**src/rtl/uart_pkg.sv**
```systemverilog
// Shared UART constants: FSM state encoding and oversampling points.
// Used by both the receiver and the transmitter.
package uart_pkg;

  typedef enum logic [2:0] {
    ST_IDLE,
    ST_START,
    ST_DATA,
    ST_PARITY,
    ST_STOP
  } uart_state_t;

  localparam int OVERSAMPLE = 16;
  localparam int START_MID  = 7;

endpackage

```
**src/rtl/sync_2ff.sv**
```systemverilog
// Generic two-flop synchronizer for a single asynchronous bit.
// RST_VAL sets the value both flops take while reset is asserted.
module sync_2ff #(
  parameter logic RST_VAL = 1'b1
) (
  input  logic clk,
  input  logic reset,
  input  logic d,
  output logic q
);

  logic meta;

  always_ff @(posedge clk or posedge reset) begin
    if (reset) begin
      meta <= RST_VAL;
      q    <= RST_VAL;
    end else begin
      meta <= d;
      q    <= meta;
    end
  end

endmodule

```
**src/rtl/uart_rx.sv**
```systemverilog
// 16x oversampling UART receiver with optional parity check.
// Emits a one-cycle rx_done_tick with dout and error flags per frame.
module uart_rx
  import uart_pkg::*;
#(
  parameter int DBIT       = 8,
  parameter int SB_TICK    = 16,
  parameter int PARITY_EN  = 0,
  parameter int PARITY_ODD = 0
) (
  input  logic            clk,
  input  logic            reset,
  input  logic            rx,
  input  logic            s_tick,
  output logic [DBIT-1:0] dout,
  output logic            rx_done_tick,
  output logic            parity_err,
  output logic            frame_err
);

  localparam int SW = (SB_TICK > OVERSAMPLE) ? 5 : 4;
  localparam int NW = (DBIT > 1) ? $clog2(DBIT) : 1;

  localparam logic [SW-1:0] S_MID  = SW'(START_MID);
  localparam logic [SW-1:0] S_LAST = SW'(OVERSAMPLE - 1);
  localparam logic [SW-1:0] S_STOP = SW'(SB_TICK - 1);
  localparam logic [NW-1:0] N_LAST = NW'(DBIT - 1);

  logic rx_s;

  sync_2ff #(
    .RST_VAL(1'b1)
  ) u_sync (
    .clk  (clk),
    .reset(reset),
    .d    (rx),
    .q    (rx_s)
  );

  uart_state_t     state_q, state_d;
  logic [SW-1:0]   s_q, s_d;
  logic [NW-1:0]   n_q, n_d;
  logic [DBIT-1:0] b_q, b_d;
  logic            p_q, p_d;
  logic            perr_q, perr_d;
  logic            armed_q, armed_d;
  logic [DBIT-1:0] dout_d;
  logic            done_d;
  logic            pe_d;
  logic            fe_d;

  always_ff @(posedge clk or posedge reset) begin
    if (reset) begin
      state_q      <= ST_IDLE;
      s_q          <= '0;
      n_q          <= '0;
      b_q          <= '0;
      p_q          <= 1'b0;
      perr_q       <= 1'b0;
      armed_q      <= 1'b1;
      dout         <= '0;
      rx_done_tick <= 1'b0;
      parity_err   <= 1'b0;
      frame_err    <= 1'b0;
    end else begin
      state_q      <= state_d;
      s_q          <= s_d;
      n_q          <= n_d;
      b_q          <= b_d;
      p_q          <= p_d;
      perr_q       <= perr_d;
      armed_q      <= armed_d;
      dout         <= dout_d;
      rx_done_tick <= done_d;
      parity_err   <= pe_d;
      frame_err    <= fe_d;
    end
  end

  always_comb begin
    state_d = state_q;
    s_d     = s_q;
    n_d     = n_q;
    b_d     = b_q;
    p_d     = p_q;
    perr_d  = perr_q;
    armed_d = armed_q;
    dout_d  = dout;
    done_d  = 1'b0;
    pe_d    = parity_err;
    fe_d    = frame_err;

    unique case (state_q)
      ST_IDLE: begin
        if (rx_s) begin
          armed_d = 1'b1;
        end else if (armed_q) begin
          state_d = ST_START;
          s_d     = '0;
        end
      end

      ST_START: begin
        if (s_tick) begin
          if (s_q == S_MID) begin
            if (!rx_s) begin
              state_d = ST_DATA;
              s_d     = '0;
              n_d     = '0;
              p_d     = (PARITY_ODD != 0);
            end else begin
              state_d = ST_IDLE;
            end
          end else begin
            s_d = s_q + 1'b1;
          end
        end
      end

      ST_DATA: begin
        if (s_tick) begin
          if (s_q == S_LAST) begin
            s_d = '0;
            b_d = {rx_s, b_q[DBIT-1:1]};
            p_d = p_q ^ rx_s;
            if (n_q == N_LAST) begin
              state_d = (PARITY_EN != 0) ? ST_PARITY : ST_STOP;
            end else begin
              n_d = n_q + 1'b1;
            end
          end else begin
            s_d = s_q + 1'b1;
          end
        end
      end

      ST_PARITY: begin
        if (s_tick) begin
          if (s_q == S_LAST) begin
            perr_d  = p_q ^ rx_s;
            s_d     = '0;
            state_d = ST_STOP;
          end else begin
            s_d = s_q + 1'b1;
          end
        end
      end

      ST_STOP: begin
        if (s_tick) begin
          if (s_q == S_STOP) begin
            state_d = ST_IDLE;
            done_d  = 1'b1;
            dout_d  = b_q;
            pe_d    = (PARITY_EN != 0) ? perr_q : 1'b0;
            fe_d    = ~rx_s;
            // a low stop bit disarms until the line idles high again
            if (!rx_s) armed_d = 1'b0;
          end else begin
            s_d = s_q + 1'b1;
          end
        end
      end

      default: state_d = ST_IDLE;
    endcase
  end

endmodule

```
**config.mk**
```make
export PLATFORM = sky130hd
export DESIGN_NAME = uart_rx
export DESIGN_NICKNAME = d
export VERILOG_FILES = /design/src/rtl/uart_pkg.sv /design/src/rtl/sync_2ff.sv /design/src/rtl/uart_rx.sv
export SDC_FILE = /design/constraint.sdc
export NUM_CORES = 1
export LEC_CHECK = 0
export BUFFER_PORTS_ARGS = -buffer_cell sky130_fd_sc_hd__buf_2
export CAP_MARGIN = 20
export CORE_UTILIZATION = 61
export DETAILED_ROUTE_END_ITERATION = 16
export PLACE_DENSITY = 0.8
export SYNTH_ARGS = -nofsm -noshare
export SYNTH_HDL_FRONTEND = slang
export SYNTH_SLANG_ARGS = --single-unit
```
**constraint.sdc**
```tcl
create_clock -name clk -period 4.7 [get_ports clk]
set_input_delay 0.47 -clock clk [delete_from_list [all_inputs] [get_ports clk]]
set_output_delay 0.47 -clock clk [all_outputs]
set_load 0.005 [all_outputs]
```
==> qor.log <==
INFO  clock_tree     clk-insertion-delay-late=320ps
INFO  drt            drt-total-wl=2659um
INFO  die            io_pins=15
INFO  layout         num_antenna_cells=0
INFO  placed_design  buffer_ports.inserted=13
INFO  global_route   met3_usage=0.07018
INFO  synth          netlist_top_cells_area=dfrtp_1 (47%), nand2_1 (8.5%), mux2_2 (6.7%)
INFO  placed_design  dp_hpwl=2007um
INFO  clock_tree     cts_setup_buffers=0
INFO  setup_path     crit_family=flip-flops
INFO  placed_design  globalplace.congestion=0.9014
INFO  timing         final.hold.worst_slack=71.26ps
INFO  placed_design  detailedPlace.worstSlack=2700ps
INFO  timing         rsz0062_at_grt=no
INFO  timing         tightestPinTransition=530.8ps
INFO  setup_path     critical_path_class=reg -> reg
INFO  drt            drtIter0Drc=17
INFO  layout         n_fill_cell=164
INFO  min_path       hp-class=in -> async
INFO  setup_path     critPathSlowestCell=dfrtp_1
INFO  timing         maxClockFrequency=0.4977GHz
INFO  setup_path     worst_r2r_startpoint=state_q[0]$_DFFE_PP0P_
INFO  setup_path     cp.arrival=2210ps
INFO  pwr            power.leakage=0.8356nW
INFO  timing         worst_clock_skew=12.55ps
INFO  synth          syn_nets=145
INFO  die            die_area=2670um^2
INFO  synth          cell_with_the_most_instances_after_synthesis=nand2_1
INFO  setup_path     cp_data_required_time=4900ps
INFO  synth          post_synth.cell_area_avg=10.91um^2
INFO  global_route   groute.layer.met1.usage=0.3275
INFO  die            fp.coreArea=2276um^2
INFO  synth          async_reset_ff_frac=1.000
INFO  clock_tree     clk_transition_reported_paths=100ps
INFO  pwr            vdd.ir_drop.worst=387.5uV
INFO  global_route   wire_length_of_the_first_global_routing_pass=4395um
INFO  timing         final_critical_path_required_period=2009ps
INFO  drt            drt-wirelength-per-cell=14.53um
INFO  timing         final_hold_fails=0
INFO  setup_path     r2r_path_end=s_q[0]$_DFFE_PP0P_
INFO  global_route   global_route.peak_usage_layer=met2
INFO  global_route   grt_start_max_net_pins=25
INFO  die            core.rowCount=17
INFO  job            cap_viol_max_count=0
INFO  setup_path     critPathMaxStageDelay=630ps
INFO  timing         fin_crit_sh=0.4275
INFO  layout         fin_cells=183
INFO  global_route   grt_pass1_vias=965
INFO  layout         layout.nets=161
INFO  synth          postSynthRegisterBits=31
INFO  global_route   initial_antenna_violation_count=0
INFO  setup_path     timing.critical_path.fanout_max=14
INFO  setup_path     cp_num_buf_inv=0
INFO  synth          synth-edff-count=0
INFO  synth          yosys.area.top_type_share=0.4655
INFO  clock_tree     cts_resized=0
INFO  drt            route.antenna.remaining_nets=0
INFO  pwr            power_density=446.3nW/um^2
INFO  timing         timing.setup.tns=0ps
INFO  die            initial_core_util=0.6614
INFO  timing         finalSetupViolCount=0
INFO  layout         postLayoutCoreUtil=0.7196
INFO  global_route   grt_util_all_layers=0.2364
INFO  synth          synth_warnings=0
INFO  global_route   grt-ovfl-total=0
INFO  die            floorplan.die.width=51.68um
INFO  clock_tree     cts_tree=done
INFO  timing         post-route-worst-setup-slack=2691ps
INFO  setup_path     r2r_setup_slk=2690ps
INFO  placed_design  dpl.cell_count=175
INFO  synth          cell_types_with_the_highest_counts_after_synthesis=nand2_1 (34), dfrtp_1 (28), mux2_2 (9)
INFO  setup_path     timing.critical_path.from_type=flip-flop
INFO  clock_tree     cts_buffer_depth=2
INFO  clock_tree     numCtsBuffers=5
INFO  setup_path     ff2ff_path_depth=5
INFO  timing         count_of_pins_over_their_slew_limit=0
INFO  die            die_h=51.68um
INFO  layout         synthToLayoutAreaGrowth=8.811%
INFO  drt            remaining_drc_errors=0
INFO  layout         post_route_cells_drive_above_1_share=0.2968
INFO  synth          yosys.area.top_type=dfrtp_1
INFO  status         run_status=completed
INFO  layout         layout.cell_area.non_filler=1638um^2
INFO  setup_path     cp_cell_sequence=nor3b_2 > nand2_1 > o311ai_2 > nor2b_1 > mux2_2
INFO  synth          seq_area_frac_synth=0.5179
INFO  timing         relSlewSlack=0.6461
INFO  placed_design  post_dp_cell_area=1578um^2
INFO  drt            routed_via_density=5.656
INFO  clock_tree     cts.sink_count=31
INFO  pwr            design_power_total=0.7310mW
INFO  synth          ys_types=45
INFO  setup_path     worst_setup_path_end_kind=flip-flop
INFO  clock_tree     ctsRootBufferMaster=clkbuf_4
INFO  drt            vias=1035
INFO  clock_tree     postCtsHoldBufs=0
INFO  synth          synth-main-ff-cell=dfrtp_1
INFO  synth          post_synth_inst_count=138
INFO  drt            drt_pass1_iterations=4
INFO  clock_tree     cts_htree_levels=2
INFO  synth          synth_area=1505um^2
INFO  global_route   grt.met2_usage=0.3463
-- registers in the layout (all words and copies together) (netlist names) --
| register | count |
|---|---|
| n_q | 3 |
| b_q | 8 |
| state_q | 3 |
| s_q | 4 |
| u_sync.q | 1 |
| u_sync.meta | 1 |
| rx_done_tick | 1 |
| armed_q | 1 |
| dout | 8 |
| frame_err | 1 |
-- worst max-delay path by stage --
stage | from | end | depth (start not counted)
3_5_place_dp | state_q[0]$_DFFE_PP0P_ | s_q[0]$_DFFE_PP0P_ | 5
2_1_floorplan | n_q[0]$_DFFE_PP0P_ | n_q[0]$_DFFE_PP0P_ | 6
3_3_place_gp | state_q[2]$_DFFE_PP0P_ | state_q[2]$_DFFE_PP0P_ | 5
6_report | state_q[0]$_DFFE_PP0P_ | s_q[0]$_DFFE_PP0P_ | 5
4_1_cts | state_q[0]$_DFFE_PP0P_ | s_q[0]$_DFFE_PP0P_ | 5
5_1_grt | state_q[0]$_DFFE_PP0P_ | s_q[0]$_DFFE_PP0P_ | 5
-- cells in the final DEF (no fill, tap or decap), types with 2 or more instances in the layout --
cell,netlist,layout
nor2_2,2,2
buf_2,1,13
nor3_1,2,2
a22o_1,2,2
mux2_1,2,2
nand2_1,34,34
dfrtp_1,28,28
a21oi_1,4,4
o21ai_0,2,2
mux2i_1,3,3
inv_1,3,3
nor2_1,2,2
nand3b_1,3,3
nand4_1,2,2
nand2b_1,4,4
nor3b_2,2,2
dfstp_2,3,3
clkbuf_4,0,5
mux2_2,9,9
ha_1,3,3
-- logic make-up (layout without fill, tap and decap cells) --
family                   Yosys count  in the layout  synth area share
AO/OA/AOI/OAI                     18             18           0.09643
XOR/XNOR                           1              1          0.005820
adder cells (fa/ha/maj)            3              3           0.02494
buffers and inverters             10             27           0.03573
flip-flops                        31             31            0.5179
multiplexers                      15             15            0.1122
other                              1              1          0.002491
AND/OR/NAND/NOR                   59             59            0.2045
-- worst register-to-register path: cells and delay by family, from the launching register on --
kind            cells  cell delay (ps)
mux                 1              280
compound gates      1              410
flops               1              630
simple gates        3              570
-- final cells by class --
| cell class | count | area (um^2) | share of cell area |
|---|---|---|---|
| well taps | 28 | 35.03 | 0.02139 |
| multi-input cells | 97 | 671.9 | 0.4102 |
| flip-flops and latches | 31 | 779.5 | 0.4759 |
| clock inverters | 1 | 5.005 | 0.003056 |
| repair buffers | 14 | 72.57 | 0.04431 |
| inverters | 5 | 18.77 | 0.01146 |
| clock buffers | 7 | 55.05 | 0.03361 |
-- metal layers --
metal  vias up  routed length (um)
met1       499                1256
met2        22                1251
li1        509                   -
met4         0                  37
met3         5                 114
met5         -                   0
-- power breakdown --
group	internal, mW	total (mW)	switching, mW
Clock	0.0724	0.157	0.0845
Sequential	0.302	0.359	0.0569
Combinational	0.112	0.215	0.103
Total	0.487	0.731	0.244
Power figures use the tool's default switching activity.
